--- src/rtl/mem_pe_pkg.sv ---
// Shared defaults and FSM encoding for the Mem_PE round-robin access controller.
package mem_pe_pkg;

    localparam int WORDSIZE_DEF = 16;
    localparam int MEMSIZE_DEF  = 3;

    typedef enum logic [1:0] {
        IDLE   = 2'd0,
        ACCESS = 2'd1,
        RESP   = 2'd2
    } state_e;

    // Index width for a requester number, never narrower than one bit.
    function automatic int idx_width(input int n);
        return (n > 1) ? $clog2(n) : 1;
    endfunction

endpackage

--- src/rtl/mem_pe_arb_rr_arbiter.sv ---
// Combinational round-robin picker: first asserted request at or above ptr_i, wrapping.
module rr_arbiter
    import mem_pe_pkg::*;
#(
    parameter int NREQ = 4,
    parameter int IW   = idx_width(NREQ)
) (
    input  logic [NREQ-1:0] req_i,
    input  logic [IW-1:0]   ptr_i,
    output logic [NREQ-1:0] gnt_o,
    output logic [IW-1:0]   gnt_idx_o,
    output logic            valid_o
);

    always_comb begin
        gnt_o     = '0;
        gnt_idx_o = '0;
        valid_o   = 1'b0;
        for (int off = 0; off < NREQ; off++) begin
            if (!valid_o && req_i[(int'(ptr_i) + off) % NREQ]) begin
                valid_o   = 1'b1;
                gnt_o[(int'(ptr_i) + off) % NREQ] = 1'b1;
                gnt_idx_o = IW'((int'(ptr_i) + off) % NREQ);
            end
        end
    end

endmodule

--- src/rtl/mem_pe_arb.sv ---
// Shares the single-port Mem_PE word memory between NREQ requesters, one
// transaction per two cycles, granting in round-robin order.
module mem_pe_arb
    import mem_pe_pkg::*;
#(
    parameter int NREQ     = 4,
    parameter int WORDSIZE = WORDSIZE_DEF,
    parameter int MEMSIZE  = MEMSIZE_DEF
) (
    input  logic                     clk,
    input  logic                     rst_n,
    input  logic [NREQ-1:0]          req,
    input  logic [NREQ-1:0]          req_we,
    input  logic [NREQ*MEMSIZE-1:0]  req_addr,
    input  logic [NREQ*WORDSIZE-1:0] req_wdata,
    output logic [NREQ-1:0]          ack,
    output logic [WORDSIZE-1:0]      rdata,
    output logic                     busy,
    output logic                     mem_en,
    output logic                     mem_we,
    output logic [MEMSIZE-1:0]       mem_addr,
    output logic [WORDSIZE-1:0]      mem_wdata,
    input  logic [WORDSIZE-1:0]      mem_rdata
);

    localparam int IW = idx_width(NREQ);

    state_e              state_q, state_d;
    logic [IW-1:0]       rr_ptr_q, rr_ptr_d;
    logic [IW-1:0]       win_id_q, win_id_d;
    logic                op_q, op_d;
    logic [MEMSIZE-1:0]  addr_q, addr_d;
    logic [WORDSIZE-1:0] wdata_q, wdata_d;

    logic [NREQ-1:0]     win_oh;
    logic [NREQ-1:0]     req_elig;
    logic [NREQ-1:0]     gnt_oh;
    logic [IW-1:0]       gnt_idx;
    logic                gnt_valid;
    logic                grant;

    always_comb begin
        win_oh           = '0;
        win_oh[win_id_q] = 1'b1;
    end

    // The requester being acknowledged is masked so it cannot be served twice.
    assign req_elig = (state_q == RESP) ? (req & ~win_oh) : req;

    rr_arbiter #(
        .NREQ (NREQ),
        .IW   (IW)
    ) u_arb (
        .req_i     (req_elig),
        .ptr_i     (rr_ptr_q),
        .gnt_o     (gnt_oh),
        .gnt_idx_o (gnt_idx),
        .valid_o   (gnt_valid)
    );

    assign grant = gnt_valid && (state_q != ACCESS);

    always_comb begin
        state_d  = state_q;
        rr_ptr_d = rr_ptr_q;
        win_id_d = win_id_q;
        op_d     = op_q;
        addr_d   = addr_q;
        wdata_d  = wdata_q;
        case (state_q)
            IDLE, RESP: state_d = grant ? ACCESS : IDLE;
            ACCESS:     state_d = RESP;
            default:    state_d = IDLE;
        endcase
        if (grant) begin
            win_id_d = gnt_idx;
            rr_ptr_d = (int'(gnt_idx) == NREQ - 1) ? '0 : gnt_idx + 1'b1;
            op_d     = |(req_we & gnt_oh);
            addr_d   = '0;
            wdata_d  = '0;
            for (int i = 0; i < NREQ; i++) begin
                if (gnt_oh[i]) begin
                    addr_d  = addr_d  | req_addr[i*MEMSIZE +: MEMSIZE];
                    wdata_d = wdata_d | req_wdata[i*WORDSIZE +: WORDSIZE];
                end
            end
        end
    end

    always_ff @(posedge clk or negedge rst_n) begin
        if (!rst_n) begin
            state_q  <= IDLE;
            rr_ptr_q <= '0;
            win_id_q <= '0;
            op_q     <= 1'b0;
            addr_q   <= '0;
            wdata_q  <= '0;
        end else begin
            state_q  <= state_d;
            rr_ptr_q <= rr_ptr_d;
            win_id_q <= win_id_d;
            op_q     <= op_d;
            addr_q   <= addr_d;
            wdata_q  <= wdata_d;
        end
    end

    assign busy      = (state_q != IDLE);
    assign mem_en    = (state_q == ACCESS);
    assign mem_we    = mem_en & op_q;
    assign mem_addr  = addr_q;
    assign mem_wdata = wdata_q;
    assign ack       = (state_q == RESP) ? win_oh : '0;
    assign rdata     = (state_q == RESP && !op_q) ? mem_rdata : '0;

endmodule
--- config.mk ---
export PLATFORM = sky130hd
export DESIGN_NAME = mem_pe_arb
export DESIGN_NICKNAME = d
export VERILOG_FILES = /design/src/rtl/mem_pe_pkg.sv /design/src/rtl/mem_pe_arb_rr_arbiter.sv /design/src/rtl/mem_pe_arb.sv
export SDC_FILE = /design/constraint.sdc
export NUM_CORES = 1
export LEC_CHECK = 0
export CAP_MARGIN = 20
export CORE_ASPECT_RATIO = 1.1
export CORE_MARGIN = 5
export CORE_UTILIZATION = 35
export CTS_CLUSTER_SIZE = 25
export DETAILED_ROUTE_END_ITERATION = 12
export MAX_ROUTING_LAYER = met4
export PLACE_DENSITY = 0.82
export RECOVER_POWER = 50
export SYNTH_ARGS = -nofsm -noshare
export SYNTH_HDL_FRONTEND = slang
export SYNTH_SLANG_ARGS = --single-unit
--- constraint.sdc ---
create_clock -name clk -period 3.5 [get_ports clk]
set_clock_uncertainty 0.05 [all_clocks]
set_input_delay 0.525 -clock clk [delete_from_list [all_inputs] [get_ports clk]]
set_output_delay 0.525 -clock clk [all_outputs]
set_load 0.01 [all_outputs]
* Word-level counts from Yosys, hierarchy flattened *
Index checks and enable logic that the tools add are counted.
W data, S select, Z words.

word-level totals
  word-level logic and storage cells = 114
  bits in registers = 26
  input port bits = 102

cells by class
  bitwise operators = 16
  reductions and logical operators = 21
  equal/unequal tests = 4
  $lt $le $gt $ge = 10
  $add $sub $neg = 4
  mux-type cells = 53

operators by type and width
  kind                   count
  $mux W16               8
  $or A16 B16 Y16        3
  $mux W4                6
  $mux W3                7
  $mux W1                17
  $lt A3 B4 Y1 const B   3
  $or A4 B4 Y4           3
  $demux W1 S2           5
  $logic_and A1 B1 Y1    10
  $mux W2                5
  $ge A3 B1 Y1 const B   3
  $or A3 B3 Y3           3
  $and A4 B4 Y4          2
  $bmux W1 S2            4
  $reduce_or A2 Y1       4
  $lt A2 B3 Y1 const B   2
  $add A2 B1 Y2 const B  2
  $add A2 B2 Y2 const B  2
  $eq A2 B1 Y1 const B   2
  $ge A2 B1 Y1 const B   2
  $logic_not A1 Y1       4
  $not A4 Y4             1
  $pmux W2 S2            1
  $reduce_or A4 Y1       1
  6 further kinds        8

* Longest topological paths before layout *
Gate-level depths: netlist of the first run.

  depth in word-level cells = 29
  depth in mapped cells = 12
  mapped depth without buffers = 9

* By module *
Synthesis of the first run repeated with hierarchy kept, for this count alone.

unflattened totals
  cell total of the unflattened synthesis = 200
  area, all modules = 2,088.3 um2

by module, submodules not included
  module      cells an instance  times used  seq. area each (um2)  area each (um2)
  mem_pe_arb  155                1           650.6                 1,666.6
  rr_arbiter  45                 1           0.0                   421.7

* Worst setup path after synthesis of the first run *
Ideal clock, no wire load.

  kind = reg2reg
  from = register (tool-made name)
  to = register addr_q[0], in the netlist mem_addr[0]
  arrival = 2.886 ns
  stages on the path, launching flop included = 13
  data required time = 3.368 ns
  path slack = 0.482 ns
  buffers on the path = 3
  cell sequence = dfrtp_1 > clkbuf_1 > inv_2 > ha_1 > and3b_1 > a32oi_1 > and2_1 > clkbuf_1 > a311oi_1 > o2bb2ai_1 > clkbuf_1 > a222oi_1 > a31oi_1

RTL lines
  element               RTL line           source
  to (signal assigned)  mem_pe_arb.sv:103  addr_q <= addr_d;
  to (decl)             mem_pe_arb.sv:32   logic [MEMSIZE-1:0] addr_q, addr_d;

* Worst setup path after layout of the first run *
  from = register win_id_q[0]
  to = register wdata_q[13], in the netlist mem_wdata[13]

on the way
  longest elaborated chain between the ends = 29

RTL lines
  element                                                                    RTL line                     source
  from (decl)                                                                mem_pe_arb.sv:30             logic [IW-1:0] win_id_q, win_id_d;
  from (signal assigned)                                                     mem_pe_arb.sv:101            win_id_q <= win_id_d;
  $lt A2 B3 Y1 (not written as such) / $ge A2 B1 Y1 (equally long branches)  mem_pe_arb.sv:44             win_oh[win_id_q] = 1'b1;
  $logic_and A1 B1 Y1 (not written as such)                                  mem_pe_arb.sv:44
  $mux W1 (not written as such)                                              mem_pe_arb.sv:44
  $demux W1 S2 *                                                             mem_pe_arb.sv:44
  $not A4 Y4 *                                                               mem_pe_arb.sv:48             assign req_elig = (state_q == RESP) ? (req & ~win_oh) : req;
  $and A4 B4 Y4 *                                                            mem_pe_arb.sv:48
  $mux W4 *                                                                  mem_pe_arb.sv:48
  $bmux W1 S2                                                                mem_pe_arb_rr_arbiter.sv:20  if (!valid_o && req_i[(int'(ptr_i) + off) % NREQ]) begin
  [... 13 more ...]                                                          -
  $or A16 B16 Y16                                                            mem_pe_arb.sv:84             wdata_d = wdata_d | req_wdata[i*WORDSIZE +: WORDSIZE];
  $mux W16                                                                   mem_pe_arb.sv:82             if (gnt_oh[i]) begin
  $mux W16                                                                   mem_pe_arb.sv:75             if (grant) begin
  $or A16 B16 Y16                                                            mem_pe_arb.sv:84
  $mux W16                                                                   mem_pe_arb.sv:82
  $mux W16                                                                   mem_pe_arb.sv:75
  $or A16 B16 Y16                                                            mem_pe_arb.sv:84
  $mux W16                                                                   mem_pe_arb.sv:82
  to (signal assigned)                                                       mem_pe_arb.sv:104            wdata_q <= wdata_d;
  to (decl)                                                                  mem_pe_arb.sv:33             logic [WORDSIZE-1:0] wdata_q, wdata_d;

Every way passes the cells marked *; elsewhere a longest branch is shown, timed or not. The select of a mux whose other input is x is not followed.
A chain may end at the register's enable or synchronous reset.

==> results.ini, run 1 <==
[die]
die_h_um = 89.4
die_w_um = 82.2
rows = 29
io_pins = 144
die_area_mm2 = 0.00734
initial_core_util_pct = 35.4
core_mm2 = 0.00566

[synthesis]
synth.top_cell.area_share_pct = 32.5
syn_nets = 343
ys_ff_latch = 26
synth_area_leader_cell = dfrtp_1
synth_edf_count = 0
avgSynthCellArea_um2 = 8.60
synthArstFlopShare_pct = 100
synthCells = 233
yosys.cell_types.count = 49
netlist_area_mm2 = 0.00200
yosys_warnings = 0
synth_seq_area_share_pct = 32.5
synth_area_leaders = dfrtp_1 32%, a222oi_1 10%, a31oi_1 6.6%
synth_ff_type = dfrtp_1

[detailed_routing]
drt_wl_total_um = 7540
viasPerCell = 5.47
first_pass_iters = 7
num_vias = 2473
drtIter0Drc = 304
ant_nets = 0
drt-wirelength-per-cell_um = 16.7
drc = 0

[critical_path]
worstPathCellList = or4b_1 -> and2_4 -> mux4_2 -> a311oi_1 -> o2bb2ai_1 -> buf_4 -> a222oi_1 -> a31oi_1
reg2reg_setup_slack_ns = 0.39
reg2reg_from = win_id_q[0]$_DFFE_PN0P_
cp_max_fo = 20
cp.arrival_ns = 3.20
slowest_stage = or4b_1
critical_path_class = flip-flop to flip-flop
reg2reg_depth = 8
crit_path_end_kind = flip-flop
rr_endpoint = mem_wdata[13]$_DFFE_PN0P_
start_kind = flip-flop
max_stage_delay_ns = 0.65
required_ns = 3.59

[timing]
finalHoldViolCount = 0
fmax_mhz = 321
final-setup-viol-count = 0
tightest_slew_ns = 1.30
finalSetupTns_ns = 0
fin_crit_ns = 3.11
holdWs_ns = 0.444
slew_violations = 0
relSlewSlack_pct = 13.6
rsz0062_at_grt = no
timing.final.crit_share_pct = 89.0
worst_slack_ns = 0.386

[clock_tree]
cts_hold_buffers = 0
clkTransAtPathRegs_ns = 0.09
cts_sinks = 26
ctsResizeCount = 0
clock_latency_ns = 0.26
cts-root-buf = clkbuf_8
cts_setup_buffers = 0
cts_tree = yes
cts_max_level = 1
cts_buffer_depth = 2
numCtsBuffers = 3

[layout]
areaGrowthSynthToFinish_pct = 81.4
fin_cells = 452
layout_commonest_cell = clkdlybuf4s50_1
nNetsFinal = 486
final_cell_mix = 123 x clkdlybuf4s50_1, 33 x nor2_1, 26 x dfrtp_1
drive_gt1_share_pct = 6.40
antenna_cells = 0

[power]
p_per_area_mw_per_mm2 = 846
p_total_uw = 3070
total_leakage_power_uw = 0.00140
peakVddDrop_uv = 380

[min_path]
min_path_type = input port to asynchronous set/reset pin

[global_route]
grt_usage_pct = 21.2
grt_max_degree = 32
antenna_found_initial = 0
grt_pass1_vias = 2430
grt_overflow = 0
grt_pass1_wl_um = 11700

[status]
status = finished clean

[job]
drv_cap = 0

[place]
dp.final_hpwl_um = 6110
placed_cells = 448
place_ws_ns = 0.466
place.gp.congestion = 0.985
port_buffers = 143

[report_power, final]
group	total (µW)	leakage [µW]	internal [µW]	switching, µW
combinational	2260	0.00108	1060	1200
clock	248	0.0000357	153	95.2
sequential	563	0.000291	468	94.7
total	3070	0.00140	1680	1390
[flip-flops by register name, summed over array words and instances (netlist names), named ones only]
| signal | flops |
|---|---|
| op_q | 1 |
| state_q | 2 |
| mem_wdata | 16 |
| win_id_q | 2 |
| rr_ptr_q | 1 |
| mem_addr | 3 |
[per-stage QoR]
| stage | util [%] | cell area, µm² |
|---|---|---|
| after global routing | 64.2 | 3640 |
| after floorplan | - | 2000 |
| after CTS | 64.4 | 3640 |
| after detailed placement | 63.1 | 3570 |
| final | 64.2 | 3640 |
| after global placement | 63.1 | 3570 |
[Yosys cell counts, drive strengths merged, types with 7 or more instances]
cell / count
inv: 7
o21ai: 7
nor2: 34
a222oi: 20
dfrtp: 26
ha: 8
nand2: 24
a31oi: 21
and2: 19
clkbuf: 14
[worst max-delay path by stage]
stage / startpoint / depth (start not counted) / end
global route: state_q[0]$_DFF_PN0_ / 8 / mem_wdata[13]$_DFFE_PN0P_
finish: win_id_q[0]$_DFFE_PN0P_ / 8 / mem_wdata[13]$_DFFE_PN0P_
global placement: win_id_q[0]$_DFFE_PN0P_ / 8 / mem_wdata[14]$_DFFE_PN0P_
detailed placement: win_id_q[0]$_DFFE_PN0P_ / 8 / mem_wdata[13]$_DFFE_PN0P_
CTS: win_id_q[0]$_DFFE_PN0P_ / 8 / mem_wdata[13]$_DFFE_PN0P_
floorplan: flip-flop / 12 / mem_addr[0]$_DFFE_PN0P_
[kinds of logic after synthesis]
logic type | synth area share [%]
buf+inv | 4.93
simple gates | 23.1
flops | 32.5
compound gates | 29.7
fa+ha+maj | 4.99
mux | 4.37
xor+xnor | 0.437
[worst max-delay path: cells and delay by family, from the launching register on]
kind	cells	cell delay (ns)
multiplexers	1	0.52
AO/OA/AOI/OAI	4	0.90
AND/OR/NAND/NOR	2	0.88
buffers and inverters	1	0.22
flip-flops	1	0.41
[per-layer routing]
metal  routed length [µm]  global-route usage (%)  up-vias
met5                    0                       -        -
met1                 2870                    25.1     1182
met3                  563                    3.63        2
met4                   47                    4.23        0
met2                 4060                    37.7      107
li1                     -                       -     1182
[layout make-up]
cell class / count / area [µm²]
clock inverters: 1 / 30.0
well taps: 77 / 96.3
flip-flops and latches: 26 / 651
clock buffers: 3 / 41.3
inverters: 7 / 26.3
fillers: 498 / 2020
repair buffers: 156 / 1530
multi-input cells: 182 / 1260
Note: power is estimated with default switching activity, not from simulation.
==> run 2: changes to the inputs <==
--- a/config.mk
+++ b/config.mk
@@ -11,7 +11,6 @@
 export CORE_UTILIZATION = 35
 export CTS_CLUSTER_SIZE = 25
 export DETAILED_ROUTE_END_ITERATION = 12
-export MAX_ROUTING_LAYER = met4
 export PLACE_DENSITY = 0.82
 export RECOVER_POWER = 50
 export SYNTH_ARGS = -nofsm -noshare
==> results.ini, run 2 (same netlist as run 1, synthesis figures left out) <==
[clock_tree]
cts_max_level = 1
numCtsBuffers = 3
cts_hold_buffers = 0
cts_tree = yes
cts-root-buf = clkbuf_8
ctsResizeCount = 0
cts_sinks = 26
cts_setup_buffers = 0
clkTransAtPathRegs_ns = 0.09
cts_buffer_depth = 2
clock_latency_ns = 0.26

[global_route]
grt_pass1_wl_um = 11400
grt_usage_pct = 20.2
grt_pass1_vias = 2421
grt_overflow = 0
antenna_found_initial = 0
grt_max_degree = 28

[job]
drv_cap = 0

[critical_path]
required_ns = 3.59
critical_path_class = flip-flop to flip-flop
cp_max_fo = 20
cp.arrival_ns = 3.36
start_kind = flip-flop
crit_path_end_kind = flip-flop

[place]
dp.final_hpwl_um = 6130
place.gp.congestion = 0.886
placed_cell_area_mm2 = 0.00357
port_buffers = 143
place_ws_ns = 0.349

[timing]
relSlewSlack_pct = 13.0
holdWs_ns = 0.452
finalSetupTns_ns = 0
tightest_slew_ns = 1.30
rsz0062_at_grt = no
finalHoldViolCount = 0
fmax_mhz = 306
slew_violations = 0
fin_crit_ns = 3.27
timing.final.crit_share_pct = 93.4
final-setup-viol-count = 0
worst_slack_ns = 0.232

[detailed_routing]
drt-wirelength-per-cell_um = 16.9
drtIter0Drc = 289
num_vias = 2483
viasPerCell = 5.49
ant_nets = 0
first_pass_iters = 8
drc = 0
drt_wl_total_um = 7650

[die]
initial_core_util_pct = 35.4
core_mm2 = 0.00566
io_pins = 144
die_w_um = 82.2
rows = 29
die_h_um = 89.4
die_area_mm2 = 0.00734

[layout]
stdcell_area_mm2 = 0.00364
nNetsFinal = 486
areaGrowthSynthToFinish_pct = 81.4
largest_reg_flops = 16
drive_gt1_share_pct = 6.40
layout_commonest_cell = clkdlybuf4s50_1
final_cell_mix = 123 x clkdlybuf4s50_1, 33 x nor2_1, 26 x dfrtp_1
antenna_cells = 0

[power]
peakVddDrop_uv = 394
total_leakage_power_uw = 0.00140
p_per_area_mw_per_mm2 = 850

[status]
status = finished clean

[min_path]
min_path_type = input port to asynchronous set/reset pin

==> run 2: per-layer routing <==
metal / share of wire (%) / global-route usage, % / vias to the layer above / wire length, µm
met3: 8.9 / 4.84 / 18 / 684
li1: - / - / 1183 / -
met4: 2.5 / 7.25 / 0 / 188
met2: 52 / 36.1 / 135 / 4010
met5: 0 / 0 / - / 0
met1: 36 / 23.1 / 1147 / 2770
==> run 2: through the flow <==
stage,total power (µW),utilization [%],instances
floorplan,1970,-,233
global placement,2810,63.1,448
detailed placement,2880,63.1,448
CTS,3150,64.4,452
global route,3340,64.2,452
finish,3090,64.2,452
==> run 2: critical path, cell delays in order (launching register included) <==
cell and delay (ns):
dfrtp_1 0.57, inv_1 0.12, ha_1 0.41, and3b_1 0.20, a32oi_1 0.40, a21boi_0 0.22, a311oi_2 0.26, o2bb2ai_1 0.12
buf_4 0.22, a222oi_1 0.43, a31oi_1 0.14
==> run 2: final timing paths <==
| path | startpoint | to | slack (ns) | depth (start not counted) |
|---|---|---|---|---|
| worst min register to register | state_q[0]$_DFF_PN0_ | state_q[0]$_DFF_PN0_ | 0.50 | 1 |
| worst max-delay path | rr_ptr_q[1]$_DFFE_PN0P_ | mem_wdata[0]$_DFFE_PN0P_ | 0.23 | 10 |
| min in group clk | state_q[0]$_DFF_PN0_ | state_q[0]$_DFF_PN0_ | 0.50 | 1 |
| worst min-delay path | rst_n | mem_addr[0]$_DFFE_PN0P_ | 0.45 | 1 |
| worst max register to register | rr_ptr_q[1]$_DFFE_PN0P_ | mem_wdata[0]$_DFFE_PN0P_ | 0.23 | 10 |
| max in group asynchronous | rst_n | state_q[0]$_DFF_PN0_ | 1.51 | 2 |
==> run 2: layout make-up <==
cell class,instances,area (µm²)
fill,509,2020
timing repair buffer,156,1530
multi-input combinational,182,1260
sequential,26,651
tap,77,96.3
clock buffer,3,41.3
clock inverter,1,30.0
inverter,7,26.3
==> run 2: report_power, final <==
part	switching [µW]	total, µW	internal (µW)
combinational	1200	2260	1060
sequential	112	580	468
clock	92.3	245	153
total	1400	3090	1690
==> run 3: changes to the inputs <==
--- a/config.mk
+++ b/config.mk
@@ -5,10 +5,11 @@
 export SDC_FILE = /design/constraint.sdc
 export NUM_CORES = 1
 export LEC_CHECK = 0
+export ABC_AREA = 1
 export CAP_MARGIN = 20
 export CORE_ASPECT_RATIO = 1.1
 export CORE_MARGIN = 5
-export CORE_UTILIZATION = 35
+export CORE_UTILIZATION = 37
 export CTS_CLUSTER_SIZE = 25
 export DETAILED_ROUTE_END_ITERATION = 12
 export PLACE_DENSITY = 0.82
==> results.ini, run 3 <==
[status]
status = finished clean

[synthesis]
synth_area_leaders = dfrtp_1 29%, nand2_1 23%, nor2_1 15%
netlist_area_mm2 = 0.00228
synthArstFlopShare_pct = 100
synth_seq_area_share_pct = 28.5
synth.top_cell.area_share_pct = 28.5
avgSynthCellArea_um2 = 6.03
synth_edf_count = 0
synth_ff_type = dfrtp_1
ys_ff_latch = 26
yosys.cell_types.count = 24
yosys_warnings = 0
synth_common_cells = 141 x nand2_1, 90 x nor2_1, 36 x nand3_1, 31 x inv_1, 26 x dfrtp_1
synth_most_common_cell = nand2_1
synth_area_leader_cell = dfrtp_1
syn_nets = 488
synthCells = 378

[global_route]
grt_pass1_wl_um = 11900
antenna_found_initial = 0
grt_max_degree = 46
grt_overflow = 0
grt_pass1_vias = 2673
grt_usage_pct = 18.2

[timing]
fmax_mhz = 345
timing.final.crit_share_pct = 82.9
tightest_slew_ns = 1.44
fin_crit_ns = 2.90
finalSetupTns_ns = 0
rsz0062_at_grt = no
slew_violations = 0
final-setup-viol-count = 0
relSlewSlack_pct = 3.73
finalHoldViolCount = 0

[clock_tree]
cts_hold_buffers = 0
cts-root-buf = clkbuf_8
numCtsBuffers = 3
cts_tree = yes
clkTransAtPathRegs_ns = 0.10
clock_latency_ns = 0.27
cts_max_level = 1
cts_buffer_depth = 2
ctsResizeCount = 0
cts_setup_buffers = 0
cts_sinks = 26

[power]
peakVddDrop_uv = 433
total_leakage_power_uw = 0.00180
p_per_area_mw_per_mm2 = 727

[min_path]
min_path_type = flip-flop to flip-flop
worstHoldPathCells = 1
min_from = state_q[1]$_DFF_PN0_
min_to = state_q[1]$_DFF_PN0_

[critical_path]
rr_endpoint = mem_wdata[11]$_DFFE_PN0P_
required_ns = 3.66
critical_path_class = flip-flop to flip-flop
crit_path_end_kind = flip-flop
cp_max_fo = 20
start_kind = flip-flop
cp.arrival_ns = 3.06
reg2reg_setup_slack_ns = 0.60
reg2reg_depth = 13

[layout]
antenna_cells = 0
stdcell_area_mm2 = 0.00378
largest_reg_flops = 16
final_cell_mix = 141 x nand2_1, 122 x clkdlybuf4s50_1, 90 x nor2_1
areaGrowthSynthToFinish_pct = 65.6
nNetsFinal = 625
drive_gt1_share_pct = 6.03
fillerInstances = 590
layout_commonest_cell = nand2_1

[detailed_routing]
drc = 0
drt_wl_total_um = 7460
viasPerCell = 4.71
num_vias = 2796
drtIter0Drc = 142
first_pass_iters = 4
ant_nets = 0
drt-wirelength-per-cell_um = 12.6

[die]
initial_core_util_pct = 37.5
die_w_um = 84.9
io_pins = 144
die_h_um = 92.3
die_area_mm2 = 0.00784
core_mm2 = 0.00608
rows = 30

[place]
port_buffers = 143
placed_cell_area_mm2 = 0.00372
place.gp.congestion = 0.837
dp.final_hpwl_um = 6000

[job]
drv_cap = 0

[run 3: metrics by stage]
stage	setup WS (ns)	power (µW)	util, %	cells	hold WS (ns)
floorplan	1.28	2020	-	378	0.179
global placement	0.760	2540	61.3	590	0.411
detailed placement	0.616	2610	61.3	590	0.422
CTS	0.593	2810	62.2	594	0.437
global route	0.266	3050	62.1	594	0.473
finish	0.599	2750	62.1	594	0.431
[run 3: power by group]
group,total [µW],switching [µW],leakage [µW],internal [µW]
clock network,199,97.9,0.0000288,101
logic,1990,1220,0.00145,771
registers,560,113,0.000317,447
total,2750,1430,0.00180,1320
[run 3: how the worst max path moves through the flow]
stage | startpoint | end | slack (ns)
CTS | flip-flop | mem_wdata[11]$_DFFE_PN0P_ | 0.59
finish | flip-flop | mem_wdata[11]$_DFFE_PN0P_ | 0.60
floorplan | flip-flop | mem_addr[0]$_DFFE_PN0P_ | 1.28
global placement | req[1] | mem_wdata[7]$_DFFE_PN0P_ | 0.76
global route | flip-flop | mem_wdata[11]$_DFFE_PN0P_ | 0.27
detailed placement | req[1] | mem_wdata[11]$_DFFE_PN0P_ | 0.62
[run 3: area by class of cell]
| type | count | area, µm² | share of cell area (%) |
|---|---|---|---|
| Multi-Input combinational cell | 301 | 1380 | 36.5 |
| Tap cell | 80 | 100 | 2.65 |
| Timing Repair Buffer | 145 | 1440 | 38.2 |
| Clock buffer | 4 | 55.1 | 1.46 |
| Sequential cell | 26 | 651 | 17.2 |
| Inverter | 38 | 148 | 3.91 |
[run 3: cells by family after synthesis]
| group | synth area share (%) |
|---|---|
| AOI/OAI and AO/OA | 2.19 |
| and+or+nand+nor | 53.5 |
| xor gates and xnor gates | 0.384 |
| buffers and inverters | 11.0 |
| DFF | 28.5 |
| adders and majority gates | 4.39 |
[run 3: worst max-delay path: stages (launching register included)]
cell and delay, ns:
dfrtp_1 0.60, inv_2 0.20, ha_1 0.40, inv_1 0.11, nand3_1 0.09, nand2_2 0.11, nand3_2 0.14, nor2_1 0.13
nor2_1 0.05, nand2_1 0.55, nand2_1 0.15, nand3_1 0.14, nor2_1 0.05, nor2_1 0.07
[run 3: per-layer routing]
layer	GRT usage, %	wire length (µm)	vias up
li1	-	-	1418
met1	20.2	2780	1209
met2	33.2	3650	149
met3	4.63	773	20
met4	6.99	257	0
met5	0	0	-
==> variant (settings of run 2) <==
Make the reset (`rst_n`) synchronous in one clocked block.
--- a/src/rtl/mem_pe_arb.sv
+++ b/src/rtl/mem_pe_arb.sv
@@ -89,3 +89,3 @@
 
-    always_ff @(posedge clk or negedge rst_n) begin
+    always_ff @(posedge clk) begin
         if (!rst_n) begin
Check against the original RTL: not settled (the Yosys comparison gave no result); the edit may change what the design does.
==> variant against run 2 <==
Sequential power fell by 17%; maximum frequency rose by 1.8%; synthesized cell count rose by 6.9%; largest power group unchanged; routed wire length rose by 5.5%; sequential cell count did not move; area after synthesis rose by 4.1%; setup slack improved by 0.059 ns; global-route usage rose by 0.070 points; critical endpoint is now mem_addr[2]; count of clock-buffer cells in the layout rose by 1; power fell by 27%; design area fell by 1.9%; cell count rose by 2.0%.
==> variant: results (changes against run 2) <==
Gate power share=69.6% (-3.7 points); DRT Pass-1 Iters=6 (-2); RD Place Congestion=0.796 (-10%); ClkCell Share=1.54% (-0.42 points); clk_buf instances=4 (+1); Worst setup endpoint=mem_addr[2]; GRT met3 Usage=6.79% (+1.9 points); Non-clk bufs=150 (-3.8%); syn_nets=359 (+4.7%); Crit path arrival time=3.32 ns (-0.04 ns); DR WL met2=4.19 mm (+4.6%); compound-gate portion of the synthesized area=35.3% (+5.6 points); PnR worst setup slack=0.291 ns (+0.0587 ns); relative slew slack=43.9% (+31 points); multi-input combinational area share=37.8% (+3.3 points); worst reg2reg path endpoint=mem_addr[2]; Post-Syn Instances=249 (+6.9%); HP Class=register to register; WL/cell=17.5 um (+3.5%); pre-CTS setup slack=0.0883 ns (-0.260 ns); Synth area leaders=dfxtp_1 25%, a222oi_1 9.1%, and2_1 6.6%; via count=2566 (+3.3%); Post-synth top cells=27 x nand2_1, 27 x o21ai_0, 26 x dfxtp_1; Multi-In Gates=190 (+4.4%); Placed Area=3510 sq um (-1.6%); global-route met1 utilization=21.0% (-2.1 points); FF+latch area=520 sq um (-20%); WL met3=870 um (+27%); inverters=14 (+7); HPWL after detailed placement=6.29 mm (+2.7%); FF-to-FF Start=rr_ptr_q[1]; GR Util All Layers=20.2% (+0.070 points); run status=completed; clock latency on the worst-skew pair=0.28 ns (+0.02 ns); Distinct cells, synth=55 (+12%); final-stage net count=495 (+1.9%); M1 WL=2.77 mm (+0.14%); largest net degree at the start of global routing=45 (+61%); Async SR Flop Fraction=0% (-100 points); Critical-path top delay cell=dfxtp_1; share of cells above drive strength 1=6.51% (+0.11 points); Final Core Density=61.8% (-2.4 points); xor/xnor share of the synthesized area=0.420% (-0.017 points); pwr dens=631 nW/um^2 (-26%)
## variant: cell types whose count changed in the layout (fill, tap and decap cells not counted), moves of 6 or more
cell | run 2 | this run
nor2_1 | 33 | 2
dfrtp_1 | 26 | 0
dfxtp_1 | 0 | 26
o21ai_0 | 6 | 27
clkdlybuf4s50_1 | 123 | 112
dlygate4sd3_1 | 20 | 31
and3_1 | 0 | 6
inv_1 | 6 | 12
## variant: worst min-delay path by stage
stage / slack (ns) / endpoint / startpoint
after global routing: 0.54 / mem_addr[1] / mem_addr[1]
after global placement: 0.48 / mem_wdata[12] / mem_wdata[12]
after floorplan: 0.47 / op_q / op_q
final: 0.51 / mem_wdata[12] / mem_wdata[12]
after detailed placement: 0.49 / mem_wdata[12] / mem_wdata[12]
after CTS: 0.51 / mem_wdata[4] / mem_wdata[4]
## variant: timing repair
| item | in CTS | in global routing |
|---|---|---|
| gates resized for setup | 0 | 1 |
| endpoints found under the setup margin | 0 | 1 |
| hold endpoints to repair | 0 | 0 |
